[src/rtl/calc3_core.sv]
// calc3_core: per-port two-beat request capture, per-port FIFOs, round-robin shared ALU.
// Optional rotate commands are enabled by defining CALC3_ROTATE_EN.
module calc3_core #(
  parameter int NUM_PORTS  = 4,
  parameter int DATA_W     = 32,
  parameter int TAG_W      = 2,
  parameter int FIFO_DEPTH = 2
) (
  input  logic                        c_clk,
  input  logic                        reset,
  input  logic [4*NUM_PORTS-1:0]      req_cmd_in,
  input  logic [DATA_W*NUM_PORTS-1:0] req_data_in,
  input  logic [TAG_W*NUM_PORTS-1:0]  req_tag_in,
  output logic [NUM_PORTS-1:0]        req_ready,
  output logic [2*NUM_PORTS-1:0]      out_resp,
  output logic [DATA_W*NUM_PORTS-1:0] out_data,
  output logic [TAG_W*NUM_PORTS-1:0]  out_tag
);
  localparam int SHW = $clog2(DATA_W);
  localparam int AW  = $clog2(FIFO_DEPTH);
  localparam int CW  = AW + 1;
  localparam int PW  = (NUM_PORTS > 1) ? $clog2(NUM_PORTS) : 1;
  localparam int EW  = 4 + TAG_W + 2*DATA_W;
  localparam logic [CW-1:0] CNT_LIM = CW'(FIFO_DEPTH - 1);

  typedef enum logic {S_IDLE, S_OP2} cap_state_t;

  cap_state_t            state_q [NUM_PORTS];
  cap_state_t            state_d [NUM_PORTS];
  logic [3:0]            cap_cmd [NUM_PORTS];
  logic [TAG_W-1:0]      cap_tag [NUM_PORTS];
  logic [DATA_W-1:0]     cap_op1 [NUM_PORTS];
  logic [EW-1:0]         fifo_mem [NUM_PORTS][FIFO_DEPTH];
  logic [AW-1:0]         wr_ptr  [NUM_PORTS];
  logic [AW-1:0]         rd_ptr  [NUM_PORTS];
  logic [CW-1:0]         cnt_q   [NUM_PORTS];
  logic [NUM_PORTS-1:0]  take;
  logic [NUM_PORTS-1:0]  push;
  logic [NUM_PORTS-1:0]  pop;
  logic                  rdy_en;
  logic [PW-1:0]         rr_ptr;
  logic                  gnt_vld;
  logic [PW-1:0]         gnt_idx;

  logic                  vld_p0;
  logic [PW-1:0]         port_p0;
  logic [EW-1:0]         ent_p0;
  logic [3:0]            cmd_p0;
  logic [TAG_W-1:0]      tag_p0;
  logic [DATA_W-1:0]     op1_p0;
  logic [DATA_W-1:0]     op2_p0;
  logic [DATA_W+1:0]     res_p0;

  // Returns {resp, data}; any failing or unknown command collapses to resp 2 with zero data.
  function automatic logic [DATA_W+1:0] alu_eval(input logic [3:0] cmd,
                                                 input logic [DATA_W-1:0] a,
                                                 input logic [DATA_W-1:0] b);
    logic [DATA_W:0]   sum;
    logic [SHW-1:0]    sh;
    logic [1:0]        resp;
    logic [DATA_W-1:0] res;
`ifdef CALC3_ROTATE_EN
    logic [2*DATA_W-1:0] rot;
    rot  = '0;
`endif
    sh   = b[SHW-1:0];
    sum  = {1'b0, a} + {1'b0, b};
    resp = 2'd2;
    res  = '0;
    case (cmd)
      4'h1: if (!sum[DATA_W]) begin resp = 2'd1; res = sum[DATA_W-1:0]; end
      4'h2: if (b <= a) begin resp = 2'd1; res = a - b; end
      4'h5: begin resp = 2'd1; res = a << sh; end
      4'h6: begin resp = 2'd1; res = a >> sh; end
`ifdef CALC3_ROTATE_EN
      4'h7: begin rot = {a, a} << sh; resp = 2'd1; res = rot[2*DATA_W-1:DATA_W]; end
      4'h8: begin rot = {a, a} >> sh; resp = 2'd1; res = rot[DATA_W-1:0]; end
`endif
      default: begin resp = 2'd2; res = '0; end
    endcase
    return {resp, res};
  endfunction

  // Capture FSMs and ready generation
  always_comb begin
    req_ready = '0;
    take      = '0;
    push      = '0;
    for (int p = 0; p < NUM_PORTS; p++) begin
      state_d[p]   = state_q[p];
      req_ready[p] = rdy_en && (state_q[p] == S_IDLE) && (cnt_q[p] < CNT_LIM);
      case (state_q[p])
        S_IDLE: if (req_ready[p] && (req_cmd_in[4*p +: 4] != 4'h0)) begin
          take[p]    = 1'b1;
          state_d[p] = S_OP2;
        end
        S_OP2: begin
          push[p]    = 1'b1;
          state_d[p] = S_IDLE;
        end
        default: state_d[p] = S_IDLE;
      endcase
    end
  end

  // Round-robin grant over non-empty FIFOs, search starting at rr_ptr
  always_comb begin
    gnt_vld = 1'b0;
    gnt_idx = '0;
    pop     = '0;
    for (int i = 0; i < NUM_PORTS; i++) begin
      if (!gnt_vld && (cnt_q[(int'(rr_ptr) + i) % NUM_PORTS] != '0)) begin
        gnt_vld = 1'b1;
        gnt_idx = PW'((int'(rr_ptr) + i) % NUM_PORTS);
      end
    end
    if (gnt_vld) pop[gnt_idx] = 1'b1;
  end

  always_ff @(posedge c_clk or negedge reset) begin
    if (!reset) begin
      rdy_en <= 1'b0;
      rr_ptr <= '0;
      vld_p0 <= 1'b0;
      for (int p = 0; p < NUM_PORTS; p++) begin
        state_q[p] <= S_IDLE;
        wr_ptr[p]  <= '0;
        rd_ptr[p]  <= '0;
        cnt_q[p]   <= '0;
      end
    end else begin
      rdy_en <= 1'b1;
      vld_p0 <= gnt_vld;
      if (gnt_vld) rr_ptr <= (gnt_idx == PW'(NUM_PORTS - 1)) ? '0 : gnt_idx + 1'b1;
      for (int p = 0; p < NUM_PORTS; p++) begin
        state_q[p] <= state_d[p];
        if (push[p]) wr_ptr[p] <= wr_ptr[p] + 1'b1;
        if (pop[p])  rd_ptr[p] <= rd_ptr[p] + 1'b1;
        case ({push[p], pop[p]})
          2'b10:   cnt_q[p] <= cnt_q[p] + 1'b1;
          2'b01:   cnt_q[p] <= cnt_q[p] - 1'b1;
          default: cnt_q[p] <= cnt_q[p];
        endcase
      end
    end
  end

  always_ff @(posedge c_clk) begin
    for (int p = 0; p < NUM_PORTS; p++) begin
      if (take[p]) begin
        cap_cmd[p] <= req_cmd_in[4*p +: 4];
        cap_tag[p] <= req_tag_in[TAG_W*p +: TAG_W];
        cap_op1[p] <= req_data_in[DATA_W*p +: DATA_W];
      end
      if (push[p])
        fifo_mem[p][wr_ptr[p]] <= {cap_cmd[p], cap_tag[p], cap_op1[p], req_data_in[DATA_W*p +: DATA_W]};
    end
    if (gnt_vld) begin
      ent_p0  <= fifo_mem[gnt_idx][rd_ptr[gnt_idx]];
      port_p0 <= gnt_idx;
    end
  end

  // Stage p0 -> outputs: evaluate the granted entry and steer it to its own port
  assign cmd_p0 = ent_p0[EW-1 -: 4];
  assign tag_p0 = ent_p0[2*DATA_W +: TAG_W];
  assign op1_p0 = ent_p0[DATA_W +: DATA_W];
  assign op2_p0 = ent_p0[0 +: DATA_W];
  assign res_p0 = alu_eval(cmd_p0, op1_p0, op2_p0);

  always_ff @(posedge c_clk or negedge reset) begin
    if (!reset) begin
      out_resp <= '0;
      out_data <= '0;
      out_tag  <= '0;
    end else begin
      out_resp <= '0;
      out_data <= '0;
      out_tag  <= '0;
      if (vld_p0) begin
        out_resp[2*int'(port_p0) +: 2]           <= res_p0[DATA_W+1:DATA_W];
        out_data[DATA_W*int'(port_p0) +: DATA_W] <= res_p0[DATA_W-1:0];
        out_tag[TAG_W*int'(port_p0) +: TAG_W]    <= tag_p0;
      end
    end
  end

endmodule

[config.mk]
export PLATFORM = sky130hd
export DESIGN_NAME = calc3_core
export DESIGN_NICKNAME = d
export VERILOG_FILES = /design/src/rtl/calc3_core.sv
export SDC_FILE = /design/constraint.sdc
export NUM_CORES = 1
export LEC_CHECK = 0
export CORE_MARGIN = 2
export CORE_UTILIZATION = 51
export DETAILED_ROUTE_END_ITERATION = 8
export HOLD_SLACK_MARGIN = 0.1
export PLACE_DENSITY = 0.71
export SLEW_MARGIN = 0
export SYNTH_ARGS = -nofsm -noshare
export SYNTH_HDL_FRONTEND = slang
export SYNTH_SLANG_ARGS = --single-unit
[constraint.sdc]
create_clock -name c_clk -period 6.28 [get_ports c_clk]
set_input_delay 1.884 -clock c_clk [delete_from_list [all_inputs] [get_ports c_clk]]
set_output_delay 1.884 -clock c_clk [all_outputs]
set_load 0.02 [all_outputs]
==> results.md <==
Routing:
- The residual DRC count is 0.
- The via count normalized by instance count is 5.97.
- The number of design-rule violations left by the first detailed-router iteration is 3287.
- The wire length reported by the detailed router is 119000 um.
- The post-detailed-route wirelength per cell is 24.6 um.
- The iteration count of the initial detailed-routing pass is 5.
- The post-route antenna net violation count is 0.
- The total vias in the final route is 28845.

Synthesis:
- The mapped netlist covers 41400 um^2.
- In this run, distinct cell masters in the synthesized netlist total 86.
- Synthesis inferred 952 register bits.
- The post-synthesis cell type with the largest combined area is sky130_fd_sc_hd__edfxtp_1.
- Counting flops with a built-in enable in the synthesized netlist gives 784.
- Among all flip-flop cells after synthesis, the most frequent one is sky130_fd_sc_hd__edfxtp_1.
- The number of warnings printed during yosys synthesis is 0.
- The synthesized area divided by synthesized cell count is 12.0 um^2.
- After synthesis, the cell types taking the most area are sky130_fd_sc_hd__edfxtp_1 57%, sky130_fd_sc_hd__dfrtp_1 10%, sky130_fd_sc_hd__nand2_1 6.6%.
- The proportion of synthesized flip-flops having asynchronous set or reset is 17.6%.
- Yosys instantiated no cell more often than sky130_fd_sc_hd__edfxtp_1.
- After synthesis, the largest area contributor takes up 56.8% of total cell area.
- Sequential elements use 67.0% of the synthesized area.
- Synthesis handed over a netlist of 3445 instances.
- By count the netlist is led by 784 x sky130_fd_sc_hd__edfxtp_1, 727 x sky130_fd_sc_hd__nand2_1, 307 x sky130_fd_sc_hd__nand3_1, 267 x sky130_fd_sc_hd__nor2_1, 199 x sky130_fd_sc_hd__o21ai_0.
- Synthesis produced a netlist with a net count of 3683.

Critical path:
- The worst-case register-to-register setup slack is 1.80 ns.
- In this run the worst path has a maximum fanout of 34.
- The family of cells with the greatest summed delay on the critical path is simple AND/OR/NAND/NOR gates.
- The worst setup path is captured at a register.
- The slowest library cell on the worst path is sky130_fd_sc_hd__nor4_1.
- In this design, the stage delay of the slowest critical-path cell is 1.01 ns.
- Together, buffers and inverters on the worst path number 2.
- The start-to-end type of the worst setup path is register to register.
- For the worst setup path, the data required time is 6.77 ns.
- The depth of the worst register-to-register path is 12.
- For the worst setup path, the data arrival time is 4.97 ns.
- In this run the critical register-to-register path is launched from ent_p0[3].
- The most used cell along the critical path is sky130_fd_sc_hd__nor2_1.
- The end of the worst register-to-register path is out_data[33].
- The critical path depth in cells is 12.
- Traced cell by cell, the critical path runs through clkinv_1 -> buf_4 -> ha_1 -> a21o_1 -> a31oi_1 -> o211ai_2 -> o21bai_1 -> a2111oi_1 -> nor2_4 -> nor2_1 -> nor4_1 -> nor2_1.
- The critical path startpoint category is a register.

Clock tree:
- The clock net in this run drives a total of 952 sinks.
- The later-pin clock latency in the skew report is 0.69 ns.
- The clock passes through at most 3 buffers.
- The CTS H-tree depth is 3.
- The count of buffers added by post-CTS timing repair for setup is 0.
- The clock root buffer master is sky130_fd_sc_hd__clkbuf_16.
- After clock tree synthesis, the clock-pin slew on the worst setup and hold paths is 0.06 ns.
- TritonCTS created 93 clock buffers.
- The clock tree from TritonCTS is done.
- The count of hold buffers inserted by post-cts repair is 0.
- The count of cells resized by post-cts repair is 0.

Floorplanning:
- 302 I/O pins were placed.
- The area of the core is 80400 um^2.
- The vertical extent of the die is 289 um.
- The x dimension of the die is 289 um.
- The die covers 83500 um^2.
- For this configuration, the core starts out at a cell density of 51.5%.
- The initialized floorplan defines 104 standard-cell rows.

Global route:
- The number of global-route vias before repair is 27950.
- After global routing the overflow that remains totals 0.
- The met2 capacity usage during global routing is 45.8%.
- The initial antenna violation count came to 2.
- The met3 layer usage reported by global route is 4.56%.
- The layer flagged by global routing as most heavily used is met2.
- The first-pass GRT wire length is 175000 um.
- In the global route stage, met1 resource usage came out at 39.3%.
- Global routing used 28.4% of the available tracks.
- The largest net degree at the start of global routing is 184.

Final layout:
- The count of fill cells added during filler insertion is 6262.
- In the final layout, the share of cells above drive strength 1 is 8.09%.
- The final layout contains 3929 nets.
- In the final layout, flip-flops and latches occupy 27700 um^2.
- The combined area of the multi-input logic cells is 12600 um^2.
- From synthesis to final layout, the design area changed by 17.4%.

Timing:
- The final critical path time including I/O delays and setup is 4.48 ns.
- The count of endpoints failing hold in the final timing report is 0.
- Based on the critical path, the design can be clocked at up to 0.223 GHz.
- The max-slew violation count is 0.
- The setup clock skew after layout is 0.0603 ns.
- Setup repair after global routing left no endpoint under its margin.
- Headroom to the max-slew limit came out at 13.8%.
- The part of the cycle the worst path needs is 71.3%.
- The transition time at the pin with the least slew margin is 1.28 ns.
- Setup violations remaining at the end of the flow were counted as 0.
- The setup TNS is 0 ns.

Min path:
- In this run the most critical hold path is launched from cap_op1[3][8].
- Along the worst hold path, the cell count comes to 0.
- The path class of the tightest hold or removal check is register to register.
- The sink of the worst hold path is fifo_mem[3][110].

Outcome:
- The flow ran to the end, and the final reports show no timing, DRC or antenna violations.

Flow run:
- The max-capacitance violation count is 0.

Placement:
- Detailed placement finished with a half-perimeter wire length of 77000 um.
- The final estimated routing congestion in global placement is 1.01.
- The count of buffers inserted at the top-level ports is 301.
[cells by family after synthesis]
kind of cell	count (synthesis)	share of synthesized area, %
simple gates	1427	14.6
flops	952	67.0
compound gates	579	9.23
buf+inv	284	2.76
mux	102	3.49
fa+ha+maj	84	2.57
xor+xnor	16	0.338
other cells	1	0.00905
[state kept, by name (all words and copies together), names as in the netlist]
signal,count
port_p0,2
rr_ptr,2
vld_p0,1
wr_ptr,4
rd_ptr,4
out_resp,8
cnt_q,8
fifo_mem,560
cap_op1,128
ent_p0,70
out_tag,8
out_data,128
state_q,4
cap_cmd,16
cap_tag,8
rdy_en,1
[per-layer routing]
layer  part of all wire, %  vias to the layer above  routed length [um]
li1                      -                    13004                   -
met1                    41                    14246               48300
met2                    47                     1371               56500
met3                   8.6                      222               10300
met4                   3.3                        2                3930
met5                 0.011                        -                  13
[stage by stage]
step           instances  utilization [%]  hold WS, ns  setup WS [ns]  cell area [um^2]
2_1_floorplan       3445                -        0.421           1.23             41400
3_3_place_gp        4656             56.5        0.421           1.94             45400
3_5_place_dp        4656             56.5        0.430           1.88             45400
4_1_cts             4830             60.5        0.417           1.86             48600
5_1_grt             4830             60.5        0.425           1.55             48600
6_report            4831             60.5        0.420           1.80             48600
[worst max-delay path by stage]
stage,start,endpoint
after detailed placement,ent_p0[1],out_data[34]
after global routing,cnt_q[6],ent_p0[8]
after floorplan,req_cmd_in[8],cap_cmd[2][0]
final,ent_p0[3],out_data[33]
after CTS,ent_p0[1],out_data[34]
after global placement,ent_p0[3],out_data[33]
[layout make-up]
| cell class | instances | share of cell area (%) |
|---|---|---|
| clock inverter | 51 | 1.37 |
| sequential | 952 | 57.0 |
| tap | 1060 | 2.73 |
| clock buffer | 123 | 5.21 |
| inverter | 87 | 0.687 |
| antenna | 1 | 0.00514 |
| timing repair buffer | 348 | 6.97 |
| multi-input combinational | 2209 | 26.0 |
[placed cells by master, fill, tap and decap left out, types with 36 or more instances in the layout]
cell type	n
sky130_fd_sc_hd__o221ai_1	36
sky130_fd_sc_hd__o21ai_0	199
sky130_fd_sc_hd__nand2_1	727
sky130_fd_sc_hd__ha_1	82
sky130_fd_sc_hd__clkdlybuf4s50_1	300
sky130_fd_sc_hd__nor2_1	263
sky130_fd_sc_hd__a21oi_1	112
sky130_fd_sc_hd__buf_4	45
sky130_fd_sc_hd__edfxtp_1	784
sky130_fd_sc_hd__mux2i_1	50
sky130_fd_sc_hd__inv_1	84
sky130_fd_sc_hd__nand3_1	307
sky130_fd_sc_hd__clkbuf_16	94
sky130_fd_sc_hd__dfrtp_1	168
Power is left out: the tool's default activity adds up to more than one toggle a clock period on the data nets, which glitch-free logic cannot reach.
